`config.mk`:
```
export PLATFORM = sky130hd
export DESIGN_NAME = line_buf_array_flat
export DESIGN_NICKNAME = d
export VERILOG_FILES = /design/src/rtl/line_buf_pkg.sv /design/src/rtl/line_buf_array_if.sv /design/src/rtl/line_buf_lane.sv /design/src/rtl/line_buf_array.sv /design/src/flat_wrapper.sv
export SDC_FILE = /design/constraint.sdc
export NUM_CORES = 2
export LEC_CHECK = 0
export CAP_MARGIN = 20
export CORE_UTILIZATION = 35
export CTS_BUF_LIST = sky130_fd_sc_hd__clkbuf_16
export DETAILED_ROUTE_END_ITERATION = 7
export PLACE_DENSITY = 0.55
export SETUP_SLACK_MARGIN = 0.3
export SLEW_MARGIN = 20
export SYNTH_ARGS = -nofsm -noshare
export SYNTH_HDL_FRONTEND = slang
export SYNTH_SLANG_ARGS = --single-unit
```
`constraint.sdc`:
```
create_clock -name clk -period 8.6 [get_ports clk]
set_input_delay 1.72 -clock clk [delete_from_list [all_inputs] [get_ports clk]]
set_output_delay 1.72 -clock clk [all_outputs]
set_load 0.02 [all_outputs]
```
`src/rtl/line_buf_pkg.sv`:
```
// Shared defaults and helpers for the line buffer array.
package line_buf_pkg;

    localparam int unsigned DefNch   = 2;
    localparam int unsigned DefDw    = 8;
    localparam int unsigned DefDepth = 256;

    // Row length is forced into 1..depth so the pointer always wraps inside the memory.
    function automatic int unsigned clamp_len(input int unsigned len, input int unsigned depth);
        if (len == 0) begin
            return 1;
        end
        if (len > depth) begin
            return depth;
        end
        return len;
    endfunction

endpackage

```
`src/rtl/line_buf_array_if.sv`:
```
// Data/control bundle for line_buf_array; slave is the buffer, master is the producer.
interface line_buf_array_if #(
    parameter int unsigned NCH   = 2,
    parameter int unsigned DW    = 8,
    parameter int unsigned DEPTH = 256
);
    localparam int unsigned AW = (DEPTH > 1) ? $clog2(DEPTH) : 1;
    localparam int unsigned LW = $clog2(DEPTH + 1);

    logic              clr;
    logic [LW-1:0]     cfg_len;
    logic              in_valid;
    logic [NCH*DW-1:0] in_data;
    logic              out_valid;
    logic [NCH*DW-1:0] out_data;
    logic [AW-1:0]     out_col;
    logic              row_done;

    modport master (
        output clr, cfg_len, in_valid, in_data,
        input  out_valid, out_data, out_col, row_done
    );

    modport slave (
        input  clr, cfg_len, in_valid, in_data,
        output out_valid, out_data, out_col, row_done
    );

endinterface

```
`src/rtl/line_buf_lane.sv`:
```
// One channel of the line buffer: row memory with read-before-write and registered read data.
module line_buf_lane #(
    parameter int unsigned DW    = 8,
    parameter int unsigned DEPTH = 256,
    parameter int unsigned AW    = 8
) (
    input  logic          clk,
    input  logic          rst_n,
    input  logic          we,
    input  logic [AW-1:0] addr,
    input  logic [DW-1:0] wdata,
    output logic [DW-1:0] rdata
);

    logic [DW-1:0] mem [DEPTH];
    logic [DW-1:0] rdata_q;

    // Never reset: stale contents are masked by out_valid at the top level.
    always_ff @(posedge clk) begin
        if (we) begin
            mem[addr] <= wdata;
        end
    end

    // Non-blocking update means this captures the value from one row ago.
    always_ff @(posedge clk) begin
        if (!rst_n) begin
            rdata_q <= '0;
        end else if (we) begin
            rdata_q <= mem[addr];
        end
    end

    assign rdata = rdata_q;

endmodule

```
`src/rtl/line_buf_array.sv`:
```
// Multi-lane line buffer: delays each lane by exactly one row with shared column control.
module line_buf_array
    import line_buf_pkg::*;
#(
    parameter int unsigned NCH   = DefNch,
    parameter int unsigned DW    = DefDw,
    parameter int unsigned DEPTH = DefDepth
) (
    input logic              clk,
    input logic              rst_n,
    line_buf_array_if.slave  bus
);

    localparam int unsigned AW = (DEPTH > 1) ? $clog2(DEPTH) : 1;
    localparam int unsigned LW = $clog2(DEPTH + 1);

    logic [AW-1:0] ptr_q, ptr_d;
    logic          filled_q, filled_d;
    logic [LW-1:0] len_q, len_d;
    logic          out_valid_q, out_valid_d;
    logic [AW-1:0] out_col_q, out_col_d;
    logic          row_done_q, row_done_d;
    logic [LW-1:0] len_cfg;
    logic          push;
    logic          last;

    assign len_cfg = LW'(clamp_len(32'(bus.cfg_len), DEPTH));
    assign push    = bus.in_valid & ~bus.clr;
    assign last    = (LW'(ptr_q) == (len_q - LW'(1)));

    always_comb begin
        ptr_d       = ptr_q;
        filled_d    = filled_q;
        len_d       = len_q;
        out_valid_d = 1'b0;
        out_col_d   = out_col_q;
        row_done_d  = 1'b0;
        if (bus.clr) begin
            ptr_d    = '0;
            filled_d = 1'b0;
            len_d    = len_cfg;
        end else if (bus.in_valid) begin
            out_valid_d = filled_q;
            out_col_d   = ptr_q;
            row_done_d  = last;
            filled_d    = filled_q | last;
            ptr_d       = last ? '0 : ptr_q + 1'b1;
        end
    end

    always_ff @(posedge clk) begin
        if (!rst_n) begin
            ptr_q       <= '0;
            filled_q    <= 1'b0;
            len_q       <= len_cfg;
            out_valid_q <= 1'b0;
            out_col_q   <= '0;
            row_done_q  <= 1'b0;
        end else begin
            ptr_q       <= ptr_d;
            filled_q    <= filled_d;
            len_q       <= len_d;
            out_valid_q <= out_valid_d;
            out_col_q   <= out_col_d;
            row_done_q  <= row_done_d;
        end
    end

    for (genvar k = 0; k < NCH; k++) begin : g_lane
        line_buf_lane #(
            .DW    (DW),
            .DEPTH (DEPTH),
            .AW    (AW)
        ) u_lane (
            .clk   (clk),
            .rst_n (rst_n),
            .we    (push),
            .addr  (ptr_q),
            .wdata (bus.in_data[k*DW +: DW]),
            .rdata (bus.out_data[k*DW +: DW])
        );
    end

    assign bus.out_valid = out_valid_q;
    assign bus.out_col   = out_col_q;
    assign bus.row_done  = row_done_q;

endmodule

```
`src/flat_wrapper.sv`:
```
// flat-port wrapper written by rule: the top's interface ports become plain ports
module line_buf_array_flat import line_buf_pkg::*;
#(
    parameter int unsigned NCH   = DefNch,
    parameter int unsigned DW    = DefDw,
    parameter int unsigned DEPTH = DefDepth
)
  (clk, rst_n, bus_clr, bus_cfg_len, bus_in_valid, bus_in_data, bus_out_valid, bus_out_data, bus_out_col, bus_row_done);
  line_buf_array_if #(.NCH(NCH), .DW(DW), .DEPTH(DEPTH)) bus_i ();
  input logic clk;
  input logic rst_n;
  input wire logic [$bits(bus_i.clr)-1:0] bus_clr;
  input wire logic [$bits(bus_i.cfg_len)-1:0] bus_cfg_len;
  input wire logic [$bits(bus_i.in_valid)-1:0] bus_in_valid;
  input wire logic [$bits(bus_i.in_data)-1:0] bus_in_data;
  output wire logic [$bits(bus_i.out_valid)-1:0] bus_out_valid;
  output wire logic [$bits(bus_i.out_data)-1:0] bus_out_data;
  output wire logic [$bits(bus_i.out_col)-1:0] bus_out_col;
  output wire logic [$bits(bus_i.row_done)-1:0] bus_row_done;
  assign bus_i.clr = bus_clr;
  assign bus_i.cfg_len = bus_cfg_len;
  assign bus_i.in_valid = bus_in_valid;
  assign bus_i.in_data = bus_in_data;
  assign bus_out_valid = bus_i.out_valid;
  assign bus_out_data = bus_i.out_data;
  assign bus_out_col = bus_i.out_col;
  assign bus_row_done = bus_i.row_done;
  line_buf_array #(.NCH(NCH), .DW(DW), .DEPTH(DEPTH)) u_core (.clk(clk), .rst_n(rst_n), .bus(bus_i));
endmodule
```
==> metrics.cfg <==
[drt]
drt-total-wl_um = 489000
dr_total_vias = 81257
drc = 0
antenna_left = 0
wl_met2_um = 227000
wl_met3_um = 43500
wl_met1_um = 197000
via_per_inst = 5.73
maxUsedRoutingLayer = met5
drt_pass1_iterations = 7
wl_per_cell_um = 34.5
drtIter0Drc = 11706

[outcome]
status = finished clean

[synthesis]
ys_seq_area_share_pct = 77.6
syn_inst = 7410
synth_top_cell_area_share_pct = 77.2
yosysTopAreaCell = edfxtp_1
synth-simple-area-share_pct = 2.62
syn_area_per_cell_sq_um = 21.5
netlist-cell-type-count = 76
synthMuxAreaShare_pct = 15.8
synth-main-ff-cell = edfxtp_1
async_flop_share_pct = 0
synth_xor_area_share_pct = 0.0933
synth_compound_area_share_pct = 2.41
syn-cell-area_sq_um = 160000
synth-edff-count = 4105
synth_top_family_by_area = multiplexers
yosys_register_bits = 4140
synth_area_leaders = edfxtp_1, mux4_2, mux2i_1, nor2_1, nand2_1
yosysWarnings = 0
yosys.area_share.adder_pct = 0.0549
syn_nets = 7446

[sta]
finalSetupViolCount = 0
period_needed_ps = 5540
whs_ps = 469
final.setup.tns_ps = 0
rsz0062_at_grt = false
fin_ws_ps = 3060
skew_ps = 126
maxSlewHeadroom_pct = 7.06
max_freq_ghz = 0.181
final_hold_viol_count = 0
slew_violations = 0
min_period_over_period_pct = 64.4
worst_slew_pin_slew_ps = 1390

[die]
row_count = 247
core_sq_um = 453000
start_util_pct = 35.2
die_w_um = 677
die_area_sq_um = 459000
die_h_um = 677
ios = 55

[power_and_ir_drop]
clockPowerShare_pct = 44.1
cell_internal_pwr_uw = 33300
switching_share_pct = 21.0
p_sw_uw = 8870
seq_power_share_pct = 52.7
pwr-share-comb_pct = 3.2
peakVddDrop_mv = 0.175
power.density_nw_per_um2 = 230
cellLeakagePower_uw = 0.0563

[finish]
fin_util_pct = 40.4
post_route_cells_drive_above_1_share_pct = 26.4
finalNetCount = 7857
num-fill-cells = 39458
area_delta_synth_final_pct = 14.9
fin_area_sq_um = 183000

[grt]
grt_max_degree = 152
antenna_found_initial = 36
grt_pass1_vias = 80141
grtUsageTotal_pct = 20.8
overflow = 0
grt_first_pass_wirelength_um = 670000

[clock_network]
clockBufferDepth = 4
ctsHtreeMaxLevel = 5
clkLatencyLatePin_ps = 1030
cts.sink_count = 4140
clkTransAtPathRegs_ps = 60
clock-root-buffer = clkbuf_16
postCtsHoldBufs = 0
cts_resized = 0
post_cts_buffers = 0
cts_buffers = 424
tritoncts = done

[critical_path]
cpPeakStageDelay_ps = 960
worstPathRequired_ps = 9450
crit_path_start = u_core.ptr_q[1]$_SDFFE_PP0P_
r2r_cells = 8
reg2reg_slack_ps = 3060
critPathTopFamily = compound AO/OA/AOI/OAI gates
worst-path-max-fanout = 98
startpoint_type = flip-flop
r2r-start = u_core.ptr_q[1]$_SDFFE_PP0P_
path_buf_inv = 2
cp.arrival_ps = 6390
cp-end-kind = flip-flop
criticalPathCategory = flip-flop to flip-flop
crit_chain = buf_4 -> buf_12 -> mux4_2 -> mux2i_1 -> o221ai_1 -> nand4b_1 -> a31oi_1 -> o21ai_0
slowest_stage = a31oi_1
path_depth = 8

[placement]
dp_hpwl_um = 298000
numPortBuffers = 54
gp_congestion = 0.875
place_area_sq_um = 169000
pre_cts_ws_ps = 2820

[worst_hold_path]
hold_depth = 2
hp-start = u_core.filled_q$_SDFFE_PP0P_
min_path_type = flip-flop to flip-flop

[job]
drv_cap = 0

## through the flow
stage	power, uW	cells
after floorplan	23300	7410
after global placement	24000	13365
after detailed placement	24000	13369
after CTS	42400	14151
after global routing	43200	14154
final	42200	14173
## placed cells by master, fill, tap and decap left out, types with 42 or more instances in the layout
| master | n |
|---|---|
| clkinv_2 | 91 |
| edfxtp_1 | 4105 |
| nand2_1 | 320 |
| buf_4 | 336 |
| nand3_1 | 63 |
| clkinv_1 | 80 |
| a22oi_1 | 42 |
| a32oi_1 | 60 |
| o22ai_1 | 98 |
| bufinv_16 | 55 |
| o21ai_0 | 61 |
| nor2_2 | 85 |
| clkbuf_16 | 427 |
| mux2i_1 | 282 |
| mux4_2 | 978 |
| inv_1 | 96 |
| a21oi_1 | 42 |
| nor2_1 | 313 |
## cells by family (layout without fill, tap and decap cells)
logic type,after synthesis,count (layout)
DFF,4140,4140
xor gates and xnor gates,17,17
adders and majority gates,7,7
muxes,1289,1289
and+or+nand+nor,968,968
other,0,20
buffers and inverters,457,1224
AOI/OAI and AO/OA,532,532
## power groups by stage
stage	sequential, uW	combinational [uW]	clock, uW
6_report	22200	1340	18600
5_1_grt	22200	1400	19600
4_1_cts	22200	1360	18800
3_5_place_dp	22700	1350	0
3_3_place_gp	22700	1330	0
2_1_floorplan	22600	614	0
## layer usage
layer | track usage [%] | vias up
met5 | 0 | -
met4 | 8.19 | 6
met3 | 3.86 | 768
met2 | 32.5 | 4293
met1 | 29.0 | 44202
li1 | - | 31988
## final cells by class
type | count | area (sq um) | share of cell area [%]
Antenna cell | 20 | 50.0 | 0.0273
Clock buffer | 427 | 10700 | 5.83
Clock inverter | 355 | 3380 | 1.84
Inverter | 18 | 85.1 | 0.0464
Multi-Input combinational cell | 2813 | 33900 | 18.5
Sequential cell | 4140 | 124000 | 67.6
Tap cell | 5976 | 7480 | 4.08
Timing Repair Buffer | 424 | 3800 | 2.07
## worst paths after layout
path | to
worst max-delay path | u_core.g_lane[1].u_lane.rdata[7]$_SDFFE_PN0P_
worst min-delay path | u_core.bus.out_valid$_SDFF_PP0_
worst max register to register | u_core.g_lane[1].u_lane.rdata[7]$_SDFFE_PN0P_
worst min register to register | u_core.bus.out_valid$_SDFF_PP0_
## registers in the layout (all words and copies together) (netlist names)
signal and flops:
u_core.ptr_q 8, u_core.filled_q 1, u_core.len_q 9, u_core.bus.out_col 8, u_core.g_lane.u_lane.rdata 16, u_core.bus.out_valid 1
u_core.bus.row_done 1, u_core.g_lane.u_lane.mem 4096
## synthesized netlist by cell type (25+ instances only)
master    count
clkbuf_1    210
nor3_1       26
nand3_1      75
buf_1        59
mux2_2       29
nor2_1      404
edfxtp_1   4105
o21ai_0      63
dfxtp_1      35
a32oi_1      60
mux2i_1     282
mux4_2      978
buf_2        70
nand2_1     322
a22oi_1      42
buf_4        85
o22ai_1      98
and3_1       25
a31oi_1      32
a21oi_1      44
## tightest hold or removal path: stages, from the launching register on
cell	delay [ps]
dfxtp_1	320
nand2_1	70
nor2_1	40
Note: power is estimated with default switching activity, not from simulation.
